--- config.mk ---
export PLATFORM = sky130hd
export DESIGN_NAME = out_arbiter
export DESIGN_NICKNAME = d
export VERILOG_FILES = /design/src/rtl/out_arbiter_pkg.sv /design/src/rtl/out_arbiter_rr_picker.sv /design/src/rtl/out_arbiter.sv
export SDC_FILE = /design/constraint.sdc
export NUM_CORES = 1
export LEC_CHECK = 0
export BUFFER_PORTS_ARGS = -buffer_cell sky130_fd_sc_hd__buf_2
export CAP_MARGIN = 20
export CORE_AREA = 3 3 98 118
export CTS_CLUSTER_SIZE = 16
export DETAILED_ROUTE_END_ITERATION = 10
export DIE_AREA = 0 0 101 121
export PLACE_DENSITY = 0.78
export SLEW_MARGIN = 20
export SYNTH_ARGS = -nofsm -noshare
export SYNTH_HDL_FRONTEND = slang
export SYNTH_SLANG_ARGS = --single-unit
--- constraint.sdc ---
create_clock -name clk -period 7.3 [get_ports clk]
set_input_delay 1.825 -clock clk [delete_from_list [all_inputs] [get_ports clk]]
set_output_delay 1.825 -clock clk [all_outputs]
set_load 0.02 [all_outputs]
--- src/rtl/out_arbiter_pkg.sv ---
// Shared switch definitions: flit type encoding, type-field geometry and arbiter FSM states.
package out_arbiter_pkg;

    localparam int unsigned DEF_BUS_SIZE = 32;
    localparam int unsigned DEF_PORTS    = 5;
    localparam int unsigned DEF_IDX_W    = 3;
    localparam int unsigned TYPE_W       = 2;

    localparam logic [TYPE_W-1:0] FLIT_BODY   = 2'b00;
    localparam logic [TYPE_W-1:0] FLIT_HEAD   = 2'b01;
    localparam logic [TYPE_W-1:0] FLIT_TAIL   = 2'b10;
    localparam logic [TYPE_W-1:0] FLIT_SINGLE = 2'b11;

    typedef enum logic {
        ST_IDLE   = 1'b0,
        ST_LOCKED = 1'b1
    } state_e;

    // Increment a port index, wrapping to zero at the port count.
    function automatic int unsigned wrap_inc(input int unsigned i, input int unsigned n);
        return (i + 1 >= n) ? 0 : i + 1;
    endfunction

endpackage

--- src/rtl/out_arbiter_rr_picker.sv ---
// Round-robin picker: first set request at or above start, wrapping past N-1 back to 0.
module rr_picker #(
    parameter int unsigned N     = 5,
    parameter int unsigned IDX_W = 3
) (
    input  logic [N-1:0]     req,
    input  logic [IDX_W-1:0] start,
    output logic             found,
    output logic [IDX_W-1:0] idx
);

    logic [N-1:0] rot;
    int unsigned  off;
    int unsigned  sum;

    // Rotating the doubled vector puts the start position at bit 0.
    assign rot = N'({req, req} >> start);

    always_comb begin
        found = 1'b0;
        off   = 0;
        for (int k = N - 1; k >= 0; k--) begin
            if (rot[k]) begin
                found = 1'b1;
                off   = 32'(k);
            end
        end
        sum = 32'(start) + off;
        if (sum >= N) begin
            sum = sum - N;
        end
        idx = IDX_W'(sum);
    end

endmodule

--- src/rtl/out_arbiter.sv ---
// Output stage: round-robin wormhole arbitration over the input queues into a registered output link.
module out_arbiter
    import out_arbiter_pkg::*;
#(
    parameter int unsigned BUS_SIZE = DEF_BUS_SIZE,
    parameter int unsigned PORTS    = DEF_PORTS,
    parameter int unsigned IDX_W    = DEF_IDX_W
) (
    input  logic                      clk,
    input  logic                      a_rst,
    input  logic [PORTS-1:0]          q_empty,
    input  logic [PORTS*BUS_SIZE-1:0] q_data,
    output logic [PORTS-1:0]          q_readed,
    input  logic                      out_ready,
    output logic                      out_valid,
    output logic [BUS_SIZE-1:0]       out_data,
    output logic                      busy,
    output logic [IDX_W-1:0]          owner,
    output logic                      drop
);

    localparam int unsigned TYPE_HI = BUS_SIZE - 1;

    state_e               state_q, state_d;
    logic [IDX_W-1:0]     rr_q, rr_d;
    logic [IDX_W-1:0]     owner_q, owner_d;
    logic                 valid_q, valid_d;
    logic [BUS_SIZE-1:0]  data_q, data_d;
    logic                 drop_q, drop_d;

    logic [TYPE_W-1:0]    head_type [PORTS];
    logic [PORTS-1:0]     cand;
    logic [PORTS-1:0]     stray;
    logic                 stray_found;
    logic [IDX_W-1:0]     stray_idx;
    logic                 pick_found;
    logic [IDX_W-1:0]     pick_idx;
    logic [BUS_SIZE-1:0]  pick_flit;
    logic [BUS_SIZE-1:0]  own_flit;
    logic                 load;
    logic                 pop_en;
    logic [IDX_W-1:0]     pop_idx;
    logic                 do_load;

    // Classify every queue head as a packet start (HEAD/SINGLE) or a stray body/tail.
    always_comb begin
        stray_found = 1'b0;
        stray_idx   = '0;
        for (int i = 0; i < PORTS; i++) begin
            head_type[i] = q_data[i*BUS_SIZE + BUS_SIZE - TYPE_W +: TYPE_W];
            cand[i]  = ~q_empty[i] & ((head_type[i] == FLIT_HEAD) | (head_type[i] == FLIT_SINGLE));
            stray[i] = ~q_empty[i] & ~cand[i];
        end
        for (int i = PORTS - 1; i >= 0; i--) begin
            if (stray[i]) begin
                stray_found = 1'b1;
                stray_idx   = IDX_W'(i);
            end
        end
    end

    rr_picker #(
        .N     (PORTS),
        .IDX_W (IDX_W)
    ) u_pick (
        .req   (cand),
        .start (rr_q),
        .found (pick_found),
        .idx   (pick_idx)
    );

    assign pick_flit = q_data[32'(pick_idx)*BUS_SIZE +: BUS_SIZE];
    assign own_flit  = q_data[32'(owner_q)*BUS_SIZE +: BUS_SIZE];
    assign load      = ~valid_q | out_ready;

    always_comb begin
        state_d = state_q;
        rr_d    = rr_q;
        owner_d = owner_q;
        valid_d = valid_q;
        data_d  = data_q;
        drop_d  = 1'b0;
        pop_en  = 1'b0;
        pop_idx = '0;
        do_load = 1'b0;
        case (state_q)
            ST_IDLE: begin
                if (load && pick_found) begin
                    pop_en  = 1'b1;
                    pop_idx = pick_idx;
                    do_load = 1'b1;
                    data_d  = pick_flit;
                    owner_d = pick_idx;
                    if (pick_flit[TYPE_HI -: TYPE_W] == FLIT_HEAD) begin
                        state_d = ST_LOCKED;
                    end else begin
                        rr_d = IDX_W'(wrap_inc(32'(pick_idx), PORTS));
                    end
                end else if (load && stray_found) begin
                    pop_en  = 1'b1;
                    pop_idx = stray_idx;
                    drop_d  = 1'b1;
                end
            end
            ST_LOCKED: begin
                // Wormhole: only the owner may advance; an empty owner stalls the link.
                if (load && !q_empty[owner_q]) begin
                    pop_en  = 1'b1;
                    pop_idx = owner_q;
                    do_load = 1'b1;
                    data_d  = own_flit;
                    if ((own_flit[TYPE_HI -: TYPE_W] == FLIT_TAIL) ||
                        (own_flit[TYPE_HI -: TYPE_W] == FLIT_SINGLE)) begin
                        state_d = ST_IDLE;
                        rr_d    = IDX_W'(wrap_inc(32'(owner_q), PORTS));
                    end
                end
            end
            default: state_d = ST_IDLE;
        endcase
        if (do_load) begin
            valid_d = 1'b1;
        end else if (out_ready) begin
            valid_d = 1'b0;
        end
    end

    always_ff @(posedge clk or posedge a_rst) begin
        if (a_rst) begin
            state_q <= ST_IDLE;
            rr_q    <= '0;
            owner_q <= '0;
            valid_q <= 1'b0;
            data_q  <= '0;
            drop_q  <= 1'b0;
        end else begin
            state_q <= state_d;
            rr_q    <= rr_d;
            owner_q <= owner_d;
            valid_q <= valid_d;
            data_q  <= data_d;
            drop_q  <= drop_d;
        end
    end

    assign q_readed  = (pop_en && !a_rst) ? (PORTS'(1) << pop_idx) : '0;
    assign out_valid = valid_q;
    assign out_data  = data_q;
    assign busy      = (state_q == ST_LOCKED);
    assign owner     = owner_q;
    assign drop      = drop_q;

endmodule

==> results.toml, run 1 <==
[yosys]
synth_fp_nets = 782
synth_cells = 605
synth_edf_count = 0
synth_ff_type = "dfrtp_1"
synthDistinctLibCells = 53
async_flop_share = 1.00
syn_area_per_cell_um2 = 7.60
synth_area_mm2 = 0.00460
synth_seq_cells = 41
yosys_warnings = 0
synth_seq_area_share = 0.223

[timing]
slew_violations = 0
fin_ws_ps = -250
worst_slew_margin_rel = 0.494
rsz0062_at_grt = "yes"
post-route-min-period_ps = 7550
finalSetupViolCount = 5
final-hold-violation-count = 0
worst_slew_pin_slew_ps = 757
fmax_ghz = 0.132
fin_crit_sh = 1.03
skew_ps = 7.13

[setup_path]
startpoint_type = "primary input"
path_cells = "buf_2 > nand2b_4 > mux2_4 > mux4_2 > nor2_2 > o211ai_1 > o31ai_1 > ha_2 > fa_2 > inv_2 > ha_1 > and2b_2 > nor3b_4 > a211oi_4 > buf_12 > xnor2_4 > inv_2 > o211a_4 > o211ai_1 > buf_4 > nor2_2 > buf_6"
worstPathMaxFanout = 4
startpoint = "q_empty[4]"
cp-end-kind = "output pin"
worstSetupPathType = "primary input to output pin"
max_stage_delay_ps = 520
cp_data_arrival_time_ps = 5730
crit-reg2reg-launch = "rr_q[0]$_DFFE_PP0P_"
cp.required_ps = 5480
slowest_stage = "mux4_2"

[layout]
area_growth_pct = 37.8
fin_util = 0.599
post_route_cells_drive_above_1_share = 0.415
diodes = 0
n_fill_cell = 979
final_nets = 1000

[global_routing]
antenna_found_initial = 0
grt_start_max_net_pins = 66
grt_pass1_wl_mm = 26.5
track_usage = 0.269
grt_pass1_vias = 5449
overflow = 0

[clocking]
clk_latency_ps = 290
clock-sinks = 41
cts_max_level = 2
cts_tree = "yes"
root_buffer = "clkbuf_16"
clk_pin_slew_ps = 60
cts_buffer_depth = 2
numCtsBuffers = 5

[floorplan]
die-area_mm2 = 0.0122
coreArea_mm2 = 0.0106
num_rows = 41
die_w_um = 101
initial_core_util = 0.435
fp.dieH_um = 121
boundaryPins = 211

[detailed_routing]
dr.pass1.iters = 5
drt_wl_total_mm = 16.4
wl_per_cell_um = 17.2
dr_total_vias = 5513
drcViolationCount = 0
drt_iter0_markers = 271
ant_nets = 0
viasPerCell = 5.78

[min_path]
hp-start = "out_data[30]$_DFFE_PP0P_"
hold_class = "register to register"

[place]
gp_congestion = 0.879
place_hpwl_mm = 12.1
portBuffers = 210

[run_status]
status = "finished with violations"
violations = "setup timing"

[run]
cap_violations = 0
final timing paths:
check | to | slack (ps) | cells after the start
hold / removal | out_data[30]$_DFFE_PP0P_ | 530 | 2
hold reg to reg | out_data[30]$_DFFE_PP0P_ | 530 | 2
setup reg to reg | rr_q[1]$_DFFE_PP0P_ | 2000 | 23
max in group asynchronous | owner[0]$_DFFE_PP0P_ | 5170 | 3
setup / recovery | q_readed[2] | -250 | 22
min in group asynchronous | out_data[27]$_DFFE_PP0P_ | 1720 | 3
logic make-up (layout without fill, tap and decap cells):
group           count (synthesis)  in the layout  share of synthesized area
compound gates                206            206                      0.264
simple gates                  239            239                      0.217
mux                            51             51                      0.214
flops                          41             41                      0.223
fa+ha+maj                       9              9                     0.0261
buf+inv                        58            277                     0.0536
xor+xnor                        1              1                    0.00191
stage by stage:
stage	setup TNS [ps]	cells	hold WS (ps)	setup slack [ps]	area (um2)
floorplan	-653	605	617	-242	4680
global placement	-621	943	515	-156	6060
detailed placement	-964	943	530	-214	6060
CTS	-826	951	540	-184	6290
global route	-1940	953	577	-428	6330
finish	-1010	953	532	-250	6330
cell usage in the layout (no fill, tap or decap), drive strengths merged, types with 3 or more instances in the layout:
cell	count
ha	8
nor3b	3
nor2	54
a21oi	131
o22ai	3
mux2	5
o211ai	6
o21ai	10
o31ai	4
o211a	3
nand2	143
nor2b	6
nand2b	12
buf	254
a21o	3
nand3	6
nor3	4
inv	15
dfrtp	41
mux2i	9
mux4	37
a31oi	32
clkbuf	7
timing repair:
item / in CTS / in global routing
buffers inserted: 2 / 3
cloned: 0 / 0
gates resized for setup: 11 / 8
setup endpoints to repair: 5 / 5
pin swaps: 6 / 8
hold buffers: 0 / 0
synthesized netlist by cell type (6+ instances only):
master    number  area share
a21oi_1      131        0.14
a31oi_1       32       0.044
buf_2         14       0.015
clkbuf_1      26       0.021
dfrtp_1       41        0.22
ha_1           8       0.022
inv_1         14       0.011
mux2i_1        9       0.020
mux4_2        37        0.18
nand2_1      143        0.12
nand2b_1      12       0.016
nand3_1        6      0.0065
nor2_1        54       0.044
nor2b_1        6      0.0082
state kept, by name, summed over array words and instances, names as in the netlist:
| signal | count |
|---|---|
| out_valid | 1 |
| rr_q | 3 |
| owner | 3 |
| drop | 1 |
| busy | 1 |
| out_data | 32 |
worst max-delay path: cells and delay by family:
kind,cells,cell delay [ps]
adders and majority gates,3,830
muxes,2,790
and+or+nand+nor,5,730
buffers and inverters,6,710
AOI/OAI and AO/OA,5,630
xor gates and xnor gates,1,190
cell type report:
type,instances,area (um2),area share
clock buffers,7,143,0.0225
clock inverters,1,30.0,0.00474
repair buffers,254,1430,0.226
inverters,15,56.3,0.00889
well taps,129,161,0.0255
flip-flops and latches,41,1030,0.162
multi-input cells,506,3480,0.550
layer usage:
layer	vias to the layer above	track usage	share of wire
li1	2629	-	-
met5	-	0	0
met3	39	0.0598	0.086
met2	276	0.471	0.52
met1	2569	0.318	0.37
met4	0	0.104	0.031
Power of run 1 is not shown: default switching activity piles up to over one toggle a cycle in this logic, so the estimate is an artifact.
==> run 2, diff against run 1 <==
--- a/config.mk
+++ b/config.mk
@@ -5,12 +5,13 @@
 export SDC_FILE = /design/constraint.sdc
 export NUM_CORES = 1
 export LEC_CHECK = 0
+export ABC_AREA = 1
 export BUFFER_PORTS_ARGS = -buffer_cell sky130_fd_sc_hd__buf_2
 export CAP_MARGIN = 20
-export CORE_AREA = 3 3 98 118
+export CORE_AREA = 2 2 101 123
 export CTS_CLUSTER_SIZE = 16
 export DETAILED_ROUTE_END_ITERATION = 10
-export DIE_AREA = 0 0 101 121
+export DIE_AREA = 0 0 103 125
 export PLACE_DENSITY = 0.78
 export SLEW_MARGIN = 20
 export SYNTH_ARGS = -nofsm -noshare
==> run 2 against run 1 <==
  * The flow now finishes without violations
  * Cell count increased by 35%
  * Sequential cell count unchanged
  * Critical path depth increased by 3
  * Register-to-register slack improved by 630 ps
  * Critical path type unchanged
  * Critical endpoint is now q_readed[1]
  * Largest cell class unchanged
==> results.toml, run 2 <==
[yosys]
yosys_warnings = 0
synth_top_area_share = 0.195
synth_seq_cells = 41
synth_fp_nets = 1125
synthDistinctLibCells = 38
syn_area_per_cell_um2 = 5.56
synth_seq_area_share = 0.195
synth.most_common_cell = "nand2_1"
synthTopCellsByCount = "nand2_1, inv_1, o21ai_0"
synth_area_mm2 = 0.00527
yosys-top-cells-area = "dfrtp_1, nand2_1, o21ai_0, inv_1, a21oi_1"
synth_top_area_cell = "dfrtp_1"
synth_edf_count = 0
async_flop_share = 1.00
synth_cells = 948
synth_ff_type = "dfrtp_1"

[setup_path]
max_stage_delay_ps = 550
worstSetupPathType = "primary input to output pin"
worstPathMaxFanout = 7
cp_top_family = "simple AND/OR/NAND/NOR gates"
r2r_slack_ps = 2630
path_depth = 25
cp-end-kind = "output pin"
cp.required_ps = 5480
cp_data_arrival_time_ps = 5090
startpoint_type = "primary input"
slowest_stage = "fa_1"
reg2regPathDepth = 25
crit_buf_inv = 6

[power_and_ir_drop]
p_sw_w = 0.000290
intPower_w = 0.000481
p_comb_frac = 0.374
p_seq_frac = 0.325
vdd_drop_max_mv = 0.0876
power_w = 0.000771
p_leak_nw = 3.59
swShare = 0.376
power_density_mw_per_mm2 = 119
clkPwrFrac = 0.301

[global_routing]
track_usage = 0.301
antenna_found_initial = 2
grtUsageMet2 = 0.505
overflow = 0
grt_start_max_net_pins = 62
grt_pass1_vias = 6385
grt_pass1_wl_mm = 30.9
globalRouteMet1Util = 0.364
use_met3 = 0.0665
grt_busiest_layer = "met2"

[clocking]
cts_resized = 0
cts_setup_buffers = 0
cts_hold_buf = 0
clk_pin_slew_ps = 60
numCtsBuffers = 5
clock-sinks = 41
cts_tree = "yes"
cts_buffer_depth = 2
clk_latency_ps = 290
root_buffer = "clkbuf_16"
cts_max_level = 2

[place]
place_hpwl_mm = 13.9
portBuffers = 210
gp_congestion = 0.951

[detailed_routing]
wl_per_cell_um = 15.2
drt_wl_total_mm = 19.5
drcViolationCount = 0
viasPerCell = 5.40
drt_iter0_markers = 453
ant_nets = 0
dr.pass1.iters = 5
dr_total_vias = 6918

[floorplan]
initial_core_util = 0.447
die_w_um = 103
boundaryPins = 211
die-area_mm2 = 0.0129
coreArea_mm2 = 0.0118
fp.dieH_um = 125
num_rows = 44

[layout]
post_route_cells_drive_above_1_share = 0.231
final_nets = 1297
final_cell_mix = "nand2_1, buf_2, inv_1, o21ai_0, a21oi_1"
final_common_cell = "nand2_1"
fin_util = 0.549
largest_reg_flops = 32
n_fill_cell = 1297
area_growth_pct = 22.7

[timing]
fmax_ghz = 0.145
post-route-min-period_ps = 6920
fin_crit_sh = 0.948
worst_slew_margin_rel = 0.553
worst_slew_pin_slew_ps = 670
slew_violations = 0
final-hold-violation-count = 0
skew_ps = 13.0
finalSetupViolCount = 0

[run]
cap_violations = 0

[min_path]
worstHoldPathCells = 2
hold_class = "register to register"

[run_status]
status = "completed"
run 2: cell types whose count changed after synthesis, sizes merged, moves of 9 or more:
| cell | before | now |
|---|---|---|
| a31oi | 32 | 0 |
| nand2 | 143 | 237 |
| a21oi | 131 | 83 |
| o21ai | 10 | 172 |
| nand4 | 2 | 26 |
| inv | 15 | 148 |
| nor2 | 54 | 80 |
| mux2i | 9 | 0 |
| nand2b | 12 | 0 |
| buf | 17 | 32 |
| mux4 | 37 | 0 |
| nand3 | 6 | 78 |
run 2: path summary, 6_finish.rpt:
| path | start | end |
|---|---|---|
| max in group asynchronous | a_rst | owner[0]$_DFFE_PP0P_ |
| min reg2reg | out_data[30]$_DFFE_PP0P_ | out_data[30]$_DFFE_PP0P_ |
| max | q_empty[2] | q_readed[1] |
| min | out_data[30]$_DFFE_PP0P_ | out_data[30]$_DFFE_PP0P_ |
| max reg2reg | rr_q[1]$_DFFE_PP0P_ | out_data[5]$_DFFE_PP0P_ |
| min in group asynchronous | a_rst | out_data[14]$_DFFE_PP0P_ |
run 2: cells by family (layout without fill, tap and decap cells):
group / after synthesis / in the layout / share of synthesized area
xor+xnor: 1 / 1 / 0.00166
buf+inv: 207 / 379 / 0.167
other cells: 0 / 1 / 0
simple gates: 426 / 426 / 0.356
compound gates: 264 / 264 / 0.258
fa+ha+maj: 9 / 9 / 0.0228
flops: 41 / 41 / 0.195
run 2: through the flow:
| stage | instances | cell area (um2) | hold slack (ps) | setup slack, ps | setup TNS [ps] |
|---|---|---|---|---|---|
| 6_report | 1282 | 6460 | 481 | 382 | 0 |
| 5_1_grt | 1281 | 6460 | 506 | -27.7 | -33.5 |
| 3_3_place_gp | 1274 | 6310 | 469 | 405 | 0 |
| 3_5_place_dp | 1274 | 6310 | 473 | 295 | 0 |
| 4_1_cts | 1281 | 6450 | 490 | 290 | 0 |
| 2_1_floorplan | 948 | 5270 | 585 | 607 | 0 |
run 2: power groups by stage:
stage	Combinational [W]	Sequential, W	Clock, W
floorplan	0.000162	0.000274	0
global placement	0.000282	0.000255	0
detailed placement	0.000285	0.000255	0
CTS	0.000286	0.000251	0.000236
global route	0.000323	0.000253	0.000243
finish	0.000288	0.000251	0.000232
run 2: per-layer routing:
layer  part of all wire  wire length [um]
met1               0.38              7470
met4              0.033               649
met3              0.092              1790
met2               0.49              9610
met5            0.00036                 7
run 2: final cells by class:
type	instances	area, um2	area share
inverters	149	564	0.0873
multi-input cells	700	3370	0.522
repair buffers	223	1150	0.178
clock buffers	6	139	0.0215
diodes	1	2.50	0.000387
clock inverters	1	7.51	0.00116
well taps	161	201	0.0312
flip-flops and latches	41	1030	0.159
run 2: worst min-delay path, delay by kind of cell (launching register included):
kind / cells / cell delay [ps]
flops: 1 / 340
compound gates: 1 / 60
simple gates: 1 / 50
Power figures use the tool's default switching activity.
==> run 3, diff against run 2 <==
==> constraint.sdc (replaced) <==
create_clock -name clk -period 5.7 [get_ports clk]
set_input_delay 1.425 -clock clk [delete_from_list [all_inputs] [get_ports clk]]
set_output_delay 1.425 -clock clk [all_outputs]
set_load 0.02 [all_outputs]
==> run 3 against run 2 <==
  * The flow now finishes with violations (setup timing)
  * Utilization increased by 4.4 points
  * Global-route usage up 1.0 points
  * Wire length increased by 5.9%
  * Clock skew decreased by 6.9 ps
  * Register-to-register slack got worse by 1500 ps
  * Via count increased by 3.4%
  * Sequential cell count did not move
  * Combinational power grew 43%
  * Largest cell class unchanged
  * Largest power group unchanged
  * Highest routed layer unchanged
==> results.toml, run 3 (synthesized netlist as in run 2, its figures left out) <==
[clocking]
cts_max_level = 2
cts_tree = "yes"
root_buffer = "clkbuf_16"
cts_buffer_depth = 2
clk_pin_slew_ps = 60
numCtsBuffers = 5
clk_latency_ps = 290
clock-sinks = 41

[detailed_routing]
viasPerCell = 5.46
drt_iter0_markers = 498
drcViolationCount = 0
drt_wl_total_mm = 20.7
wl_per_cell_um = 15.8
dr_total_vias = 7155
ant_nets = 0
dr.pass1.iters = 6

[timing]
fmax_ghz = 0.173
final-hold-violation-count = 0
fin_crit_sh = 1.02
skew_ps = 6.13
finalSetupViolCount = 5
worst_slew_margin_rel = 0.548
slew_violations = 0
rsz0062_at_grt = "yes"
worst_slew_pin_slew_ps = 676
post-route-min-period_ps = 5790
hold_slack_ps = 481
fin_ws_ps = -89.9

[layout]
final_cell_mix = "nand2_1, buf_2, inv_1, o21ai_0, a21oi_1"
diodes = 0
area_growth_pct = 32.5
fin_util = 0.593
final_common_cell = "nand2_1"
largest_reg_flops = 32
post_route_cells_drive_above_1_share = 0.289
final_nets = 1325

[floorplan]
boundaryPins = 211
die-area_mm2 = 0.0129
fp.dieH_um = 125
initial_core_util = 0.447
die_w_um = 103
coreArea_mm2 = 0.0118
num_rows = 44

[setup_path]
max_stage_delay_ps = 450
cp.required_ps = 4280
worstSetupPathType = "primary input to output pin"
cpMostUsedCell = "nand2_4"
slowest_stage = "fa_1"
startpoint_type = "primary input"
worstPathMaxFanout = 5
cp-end-kind = "output pin"
cp_data_arrival_time_ps = 4360

[global_routing]
track_usage = 0.312
grt_start_max_net_pins = 62
overflow = 0
grt_pass1_vias = 6571
grt_pass1_wl_mm = 31.8
antenna_found_initial = 1

[place]
gp_congestion = 0.942
portBuffers = 210
dp_slack_ps = -181
place_hpwl_mm = 13.9

[run_status]
status = "finished with violations"
violations = "setup timing"

[power_and_ir_drop]
p_leak_nw = 3.78
power_density_mw_per_mm2 = 147
vdd_drop_max_mv = 0.100

[run]
cap_violations = 0

[min_path]
hold_class = "register to register"
[run 3: cell count changes in the layout (fill, tap and decap cells not counted), sizes merged]
cell      change
clkinvlp      -1
buf          +28
diode         -1
clkinv        +2
[run 3: layout make-up]
class,count,area (um2)
tap,161,201
inverter,149,582
sequential,41,1030
clock buffer,6,129
timing repair buffer,251,1430
fill,1184,4800
multi-input combinational,700,3610
clock inverter,2,10.0
[run 3: where the power goes]
part           switching, W  leakage (nW)  internal, W  total [W]
Clock              0.000130        0.0706     0.000161   0.000291
Sequential        0.0000108         0.512     0.000311   0.000321
Combinational      0.000255          3.19     0.000157   0.000413
[run 3: timing repair]
| item | 4_1_cts | 5_1_grt |
|---|---|---|
| gates resized for setup | 34 | 39 |
| pin swaps | 13 | 24 |
| endpoints found under the setup margin | 5 | 5 |
| hold buffers | 0 | 0 |
| setup buffers | 4 | 5 |
[run 3: final timing paths]
kind                                               from                       end  slack [ps]  cells after the start
worst max register to register      rr_q[0]$_DFFE_PP0P_  out_data[12]$_DFFE_PP0P_        1100                     28
max in group asynchronous                         a_rst      owner[0]$_DFFE_PP0P_        3920                      3
worst min register to register  out_data[9]$_DFFE_PP0P_   out_data[9]$_DFFE_PP0P_         480                      2
worst max-delay path                         q_empty[1]               q_readed[2]         -90                     27
min in group asynchronous                         a_rst   out_data[9]$_DFFE_PP0P_        1350                      3
worst min-delay path            out_data[9]$_DFFE_PP0P_   out_data[9]$_DFFE_PP0P_         480                      2
[run 3: per-stage QoR]
stage	cells	power, W	TNS, ps	area [um2]
after floorplan	948	0.000564	0	5330
after global placement	1293	0.000702	-364	6500
after detailed placement	1293	0.000705	-745	6500
after CTS	1305	0.00101	-0.110	6780
after global routing	1310	0.00109	-1070	6990
final	1310	0.00103	-214	6990
[run 3: per-layer routing]
metal | up-vias | global-route usage | share of wire
li1 | 3476 | - | -
met1 | 3182 | 0.376 | 0.37
met2 | 418 | 0.526 | 0.49
met3 | 77 | 0.0615 | 0.090
met4 | 2 | 0.142 | 0.052
met5 | - | 0 | 0.00053
[run 3: critical path: cells and delay by family]
family          cells  cell delay, ps
buf+inv             6             550
compound gates      1             130
simple gates       17            1460
fa+ha+maj           3             800
